`src/rtl/matmul_pkg.sv`:
```
// Shared types and constants for the 3x3 matrix-multiply engine.
package matmul_pkg;

  localparam int unsigned DIM    = 3;
  localparam int unsigned NELEM  = DIM * DIM;
  localparam int unsigned IDX_W  = 2;
  localparam int unsigned ELEM_W = 4;

  typedef enum logic [1:0] {
    IDLE,
    COMPUTE,
    FINISH
  } state_t;

  typedef logic [IDX_W-1:0]  idx_t;
  typedef logic [ELEM_W-1:0] elem_t;

  // Row-major flat index of element (row, col).
  function automatic elem_t flat_idx(input idx_t row, input idx_t col);
    return ELEM_W'(row) * ELEM_W'(DIM) + ELEM_W'(col);
  endfunction

endpackage

```
`src/rtl/matmul_mac.sv`:
```
// Signed multiply-accumulate: sum = (clr ? 0 : acc_in) + a*b, wrapping at ACC_W.
module matmul_mac #(
  parameter int unsigned DATA_W = 16,
  parameter int unsigned ACC_W  = 32
) (
  input  logic signed [DATA_W-1:0] a,
  input  logic signed [DATA_W-1:0] b,
  input  logic signed [ACC_W-1:0]  acc_in,
  input  logic                     clr,
  output logic signed [ACC_W-1:0]  sum
);

  localparam int unsigned PROD_W = 2 * DATA_W;

  logic signed [PROD_W-1:0] prod;
  logic signed [ACC_W-1:0]  base;

  // Full-width signed product, sign-extended into the accumulator width.
  always_comb begin
    prod = PROD_W'(a) * PROD_W'(b);
    base = clr ? '0 : acc_in;
    sum  = base + ACC_W'(prod);
  end

endmodule

```
`src/rtl/matmul_controller.sv`:
```
// 3x3 signed matrix multiply C = A x B over parameter-defined operands,
// one MAC per clock, results exposed as nine registered outputs.
module matmul_controller
  import matmul_pkg::*;
#(
  parameter int unsigned          DATA_W = 16,
  parameter int unsigned          ACC_W  = 32,
  parameter logic [9*DATA_W-1:0]  A_INIT = {DATA_W'(9), DATA_W'(8), DATA_W'(7),
                                            DATA_W'(6), DATA_W'(5), DATA_W'(4),
                                            DATA_W'(3), DATA_W'(2), DATA_W'(1)},
  parameter logic [9*DATA_W-1:0]  B_INIT = {DATA_W'(1), DATA_W'(2), DATA_W'(3),
                                            DATA_W'(4), DATA_W'(5), DATA_W'(6),
                                            DATA_W'(7), DATA_W'(8), DATA_W'(9)}
) (
  input  logic                    clk,
  input  logic                    rst,
  input  logic                    START_CONTROLLER,
  output logic                    DONE,
  output logic signed [ACC_W-1:0] Result_0,
  output logic signed [ACC_W-1:0] Result_1,
  output logic signed [ACC_W-1:0] Result_2,
  output logic signed [ACC_W-1:0] Result_3,
  output logic signed [ACC_W-1:0] Result_4,
  output logic signed [ACC_W-1:0] Result_5,
  output logic signed [ACC_W-1:0] Result_6,
  output logic signed [ACC_W-1:0] Result_7,
  output logic signed [ACC_W-1:0] Result_8
);

  localparam idx_t LAST = IDX_W'(DIM - 1);

  state_t                   state;
  idx_t                     i, j, k;
  logic signed [ACC_W-1:0]  acc;
  logic signed [ACC_W-1:0]  result [NELEM];
  logic                     done_q;

  logic signed [DATA_W-1:0] a_rom [NELEM];
  logic signed [DATA_W-1:0] b_rom [NELEM];
  logic signed [DATA_W-1:0] a_op, b_op;
  logic signed [ACC_W-1:0]  sum;

  // Operand ROMs: element 0 sits in the least-significant slice.
  always_comb begin
    for (int unsigned n = 0; n < NELEM; n++) begin
      a_rom[n] = A_INIT[n*DATA_W +: DATA_W];
      b_rom[n] = B_INIT[n*DATA_W +: DATA_W];
    end
    a_op = a_rom[flat_idx(i, k)];
    b_op = b_rom[flat_idx(k, j)];
  end

  matmul_mac #(
    .DATA_W (DATA_W),
    .ACC_W  (ACC_W)
  ) u_mac (
    .a      (a_op),
    .b      (b_op),
    .acc_in (acc),
    .clr    (k == '0),
    .sum    (sum)
  );

  // Control FSM, loop counters, accumulator and result register file.
  always_ff @(posedge clk or negedge rst) begin
    if (!rst) begin
      state  <= IDLE;
      i      <= '0;
      j      <= '0;
      k      <= '0;
      acc    <= '0;
      done_q <= 1'b0;
      for (int unsigned n = 0; n < NELEM; n++) result[n] <= '0;
    end else begin
      case (state)
        IDLE: begin
          if (START_CONTROLLER) begin
            state <= COMPUTE;
            i     <= '0;
            j     <= '0;
            k     <= '0;
            acc   <= '0;
            for (int unsigned n = 0; n < NELEM; n++) result[n] <= '0;
          end
        end
        COMPUTE: begin
          if (k != LAST) begin
            acc <= sum;
            k   <= k + 1'b1;
          end else begin
            result[flat_idx(i, j)] <= sum;
            acc <= '0;
            k   <= '0;
            if (j != LAST) begin
              j <= j + 1'b1;
            end else begin
              j <= '0;
              if (i != LAST) begin
                i <= i + 1'b1;
              end else begin
                i      <= '0;
                state  <= FINISH;
                done_q <= 1'b1;
              end
            end
          end
        end
        FINISH: begin
          // Hold results until start is released; no automatic restart.
          if (!START_CONTROLLER) begin
            state  <= IDLE;
            done_q <= 1'b0;
          end
        end
        default: begin
          state  <= IDLE;
          done_q <= 1'b0;
        end
      endcase
    end
  end

  assign DONE     = done_q;
  assign Result_0 = result[0];
  assign Result_1 = result[1];
  assign Result_2 = result[2];
  assign Result_3 = result[3];
  assign Result_4 = result[4];
  assign Result_5 = result[5];
  assign Result_6 = result[6];
  assign Result_7 = result[7];
  assign Result_8 = result[8];

endmodule

```
`config.mk`:
```
export PLATFORM = sky130hd
export DESIGN_NAME = matmul_controller
export DESIGN_NICKNAME = d
export VERILOG_FILES = /design/src/rtl/matmul_pkg.sv /design/src/rtl/matmul_mac.sv /design/src/rtl/matmul_controller.sv
export SDC_FILE = /design/constraint.sdc
export NUM_CORES = 1
export LEC_CHECK = 0
export BUFFER_PORTS_ARGS = -buffer_cell sky130_fd_sc_hd__buf_2
export CORE_MARGIN = 2
export CORE_UTILIZATION = 30
export DETAILED_ROUTE_END_ITERATION = 12
export SLEW_MARGIN = 20
export SYNTH_ARGS = -nofsm -noshare
export SYNTH_HDL_FRONTEND = slang
export SYNTH_SLANG_ARGS = --single-unit
```
`constraint.sdc`:
```
create_clock -name clk -period 9 [get_ports clk]
set_input_delay 0.45 -clock clk [delete_from_list [all_inputs] [get_ports clk]]
set_output_delay 0.45 -clock clk [all_outputs]
set_load 0.01 [all_outputs]
```
==> run metrics <==
status=finished, final reports clean; Routed WL=50.7 mm; post-synthesis sequential area ratio=58.2%; vias in the first global route=11400; largest net degree at the start of global routing=129; DR WL/cell=22.7 um; Synth Warn #=0; routed via count=11600; setup TNS=0 ns; CTS sink cnt=329; clk_lat worst skew=0.55 ns; Initial Util=30.4%; RePlAce Congestion=0.931; layout cells sized above 1=24.5%; Yosys top cell area share=58.2%; nets@finish=1661; Async SR Flop Fraction=100%; Power, Total=8.46 mW; area leader, netlist=dfrtp_1; H-Tree Depth=2; count of different cell masters after synthesis=54; Synth-to-Final Area Change=24.9%; CTS tree=yes; worst-path fanout max=9; GRT Overall Usage=20.3%; antenna-violating nets left=0; RSZ-0062 raised after global routing=false; Die ar.=0.0489 mm^2; post-synth design cell area=0.0141 mm^2; measured slew at the worst slew-check pin=1.19 ns; leakage power total=8.85 nW; fin cells=2231; Setup crit end kind=flip-flop; DP Area=0.0164 mm^2; top_reg_cell synth=dfrtp_1; fill count=4597; I/O Buffers=291; worst relative slew slack=20.6%; clock skew=0.0277 ns; CTS resizes=0; max-capacitance violation count=0; post-synthesis register bit count=329; first-pass GRT wire length=76.1 mm; initial antenna violation count=1; CTS max path bufs=3; initial detailed-routing violation count=1227; DRT Pass-1 Iters=5; hold_sp=START_CONTROLLER; Post-Syn Instances=1310; Rows=79; Die W=221 um; Hold Path Class=in2reg; placed insts=2163; Net Count, Synth=1374; Area contributors post-synth=dfrtp_1 58%, o21ai_0 6.8%, nand2_1 5.9%, a22o_1 4.6%, ha_1 4.2%; Startpoint Class=flip-flop; DIE HEIGHT=221 um; average size of a mapped cell=10.8 um^2; final hold vios=0; Worst EP required=9.38 ns; Core Box Area=0.0466 mm^2; I/O pins=292; Max Freq=143 MHz; worst hold slack=0.188 ns; VDD IR-drop max=473 uV; Data arrival, critical path=7.35 ns; Setup Buffers After CTS=0; clk slew on worst S/H paths=0.06 ns; worst r2r src=i[0]; Setup violations, final=0; cell area power density=479 mW/mm^2; Tmin final=6.97 ns; EDFF count, synth=0; Final period util=77.5%; Root Buffer=clkbuf_16; fin. max-slew vios=0; Post-route DRC=0; total CTS buffers=36; vias per cell=5.22; kind of critical path=reg2reg; GRT overflow=0; Design Area, Final=0.0177 mm^2; dpl hpwl=36.2 mm; Worst Setup SP=i[0]
final timing paths:
check	endpoint	slack (ns)	cells after the start
worst max register to register	Result_2[19]	2.03	23
worst min register to register	Result_6[18]	0.47	2
worst max-delay path	Result_2[19]	2.03	23
min in group asynchronous	Result_6[18]	0.36	2
worst min-delay path	state[1]	0.19	3
max in group asynchronous	Result_1[6]	7.09	4
where the power goes:
part           internal, mW  total (mW)  switching, mW
Clock                 0.896        1.53          0.632
Combinational          1.51        4.57           3.07
Sequential             2.02        2.36          0.338
Total                  4.42        8.46           4.04
synth_stat cells (3+ instances only):
master,n
o2111ai_1,4
and2_1,6
nor2b_1,18
a32o_1,7
nand3_1,11
o22ai_1,8
nand2_1,221
buf_1,9
fa_1,14
nand2b_1,20
a31oi_1,5
o211ai_1,8
xor2_1,10
nor4_1,5
ha_1,47
nor2_1,42
and4_1,3
inv_1,60
nor3b_1,3
clkbuf_1,53
o21ai_0,192
o21ai_1,6
o32ai_1,3
xnor2_1,15
a21o_1,4
xnor2_2,3
a21oi_1,33
or2_2,6
or3_1,12
dfrtp_1,329
o2bb2ai_1,46
and3_1,3
nor3_1,3
a22o_1,74
layer usage:
metal | up-vias | routed length, um | global-route usage, %
met5 | - | 0 | 0
met4 | 0 | 2250 | 8.66
met1 | 5891 | 21000 | 26.6
li1 | 5161 | - | -
met2 | 487 | 23600 | 32.2
met3 | 108 | 3860 | 4.82
timing repair:
| action | 4_1_cts | 5_1_grt |
|---|---|---|
| hold buffers | 0 | 1 |
| setup endpoints to repair | 0 | 0 |
| endpoints found under the hold margin | 0 | 31 |
registers in the layout, indices dropped and copies added, names as in the netlist, 32 cells and up:
name      count
Result_5     32
Result_8     32
Result_0     32
Result_4     32
Result_2     32
Result_1     32
Result_7     32
Result_6     32
acc          32
Result_3     32
metrics by stage:
step                      utilization (%)  worst slack (ns)
final                                37.9              2.03
after global routing                 37.9              1.53
after CTS                            37.8              1.98
after detailed placement             35.1              1.99
after global placement               35.1              2.20
after floorplan                         -              3.01
cell usage in the layout, fill, tap and decap left out, types with 20 or more instances in the layout:
master	instances
nor2_1	42
o2bb2ai_1	46
a22o_1	74
o21ai_0	192
clkbuf_16	36
nand2_1	220
a21oi_1	33
inv_1	60
nand2b_1	20
ha_1	47
dfrtp_1	329
buf_2	290
logic make-up (layout without fill, tap and decap cells):
kind of cell	count (synthesis)	in the layout	share of synthesized area, %
adders and majority gates	61	61	6.14
DFF	329	329	58.2
other	0	1	0
and+or+nand+nor	365	365	11.7
muxes	2	2	0.150
buffers and inverters	123	436	3.29
xor gates and xnor gates	28	28	1.89
AOI/OAI and AO/OA	402	402	18.6
critical path: stages (launching register included):
cell and delay, ns:
dfrtp_1 0.43, inv_1 0.12, ha_1 0.39, ha_1 0.30
a21oi_1 0.15, nor2b_1 0.07, xnor2_1 0.35, a21boi_0 0.47
a21oi_1 0.13, fa_1 0.48, ha_1 0.31, ha_1 0.28
inv_1 0.05, fa_1 0.47, inv_1 0.07, ha_1 0.17
inv_1 0.06, fa_1 0.39, nand2b_1 0.18, a21oi_1 0.25
o21a_1 0.40, o211ai_1 0.20, xor2_1 0.86, o21ai_0 0.24
final cells by class:
| type | count | area (um^2) | share of cell area [%] |
|---|---|---|---|
| antenna | 1 | 2.50 | 0.0142 |
| clock buffer | 48 | 1030 | 5.81 |
| clock inverter | 16 | 194 | 1.10 |
| inverter | 60 | 225 | 1.28 |
| multi-input combinational | 858 | 5530 | 31.3 |
| sequential | 329 | 8230 | 46.6 |
| tap | 607 | 759 | 4.30 |
| timing repair buffer | 312 | 1690 | 9.57 |
No activity file was read; power rests on OpenSTA's default activity.
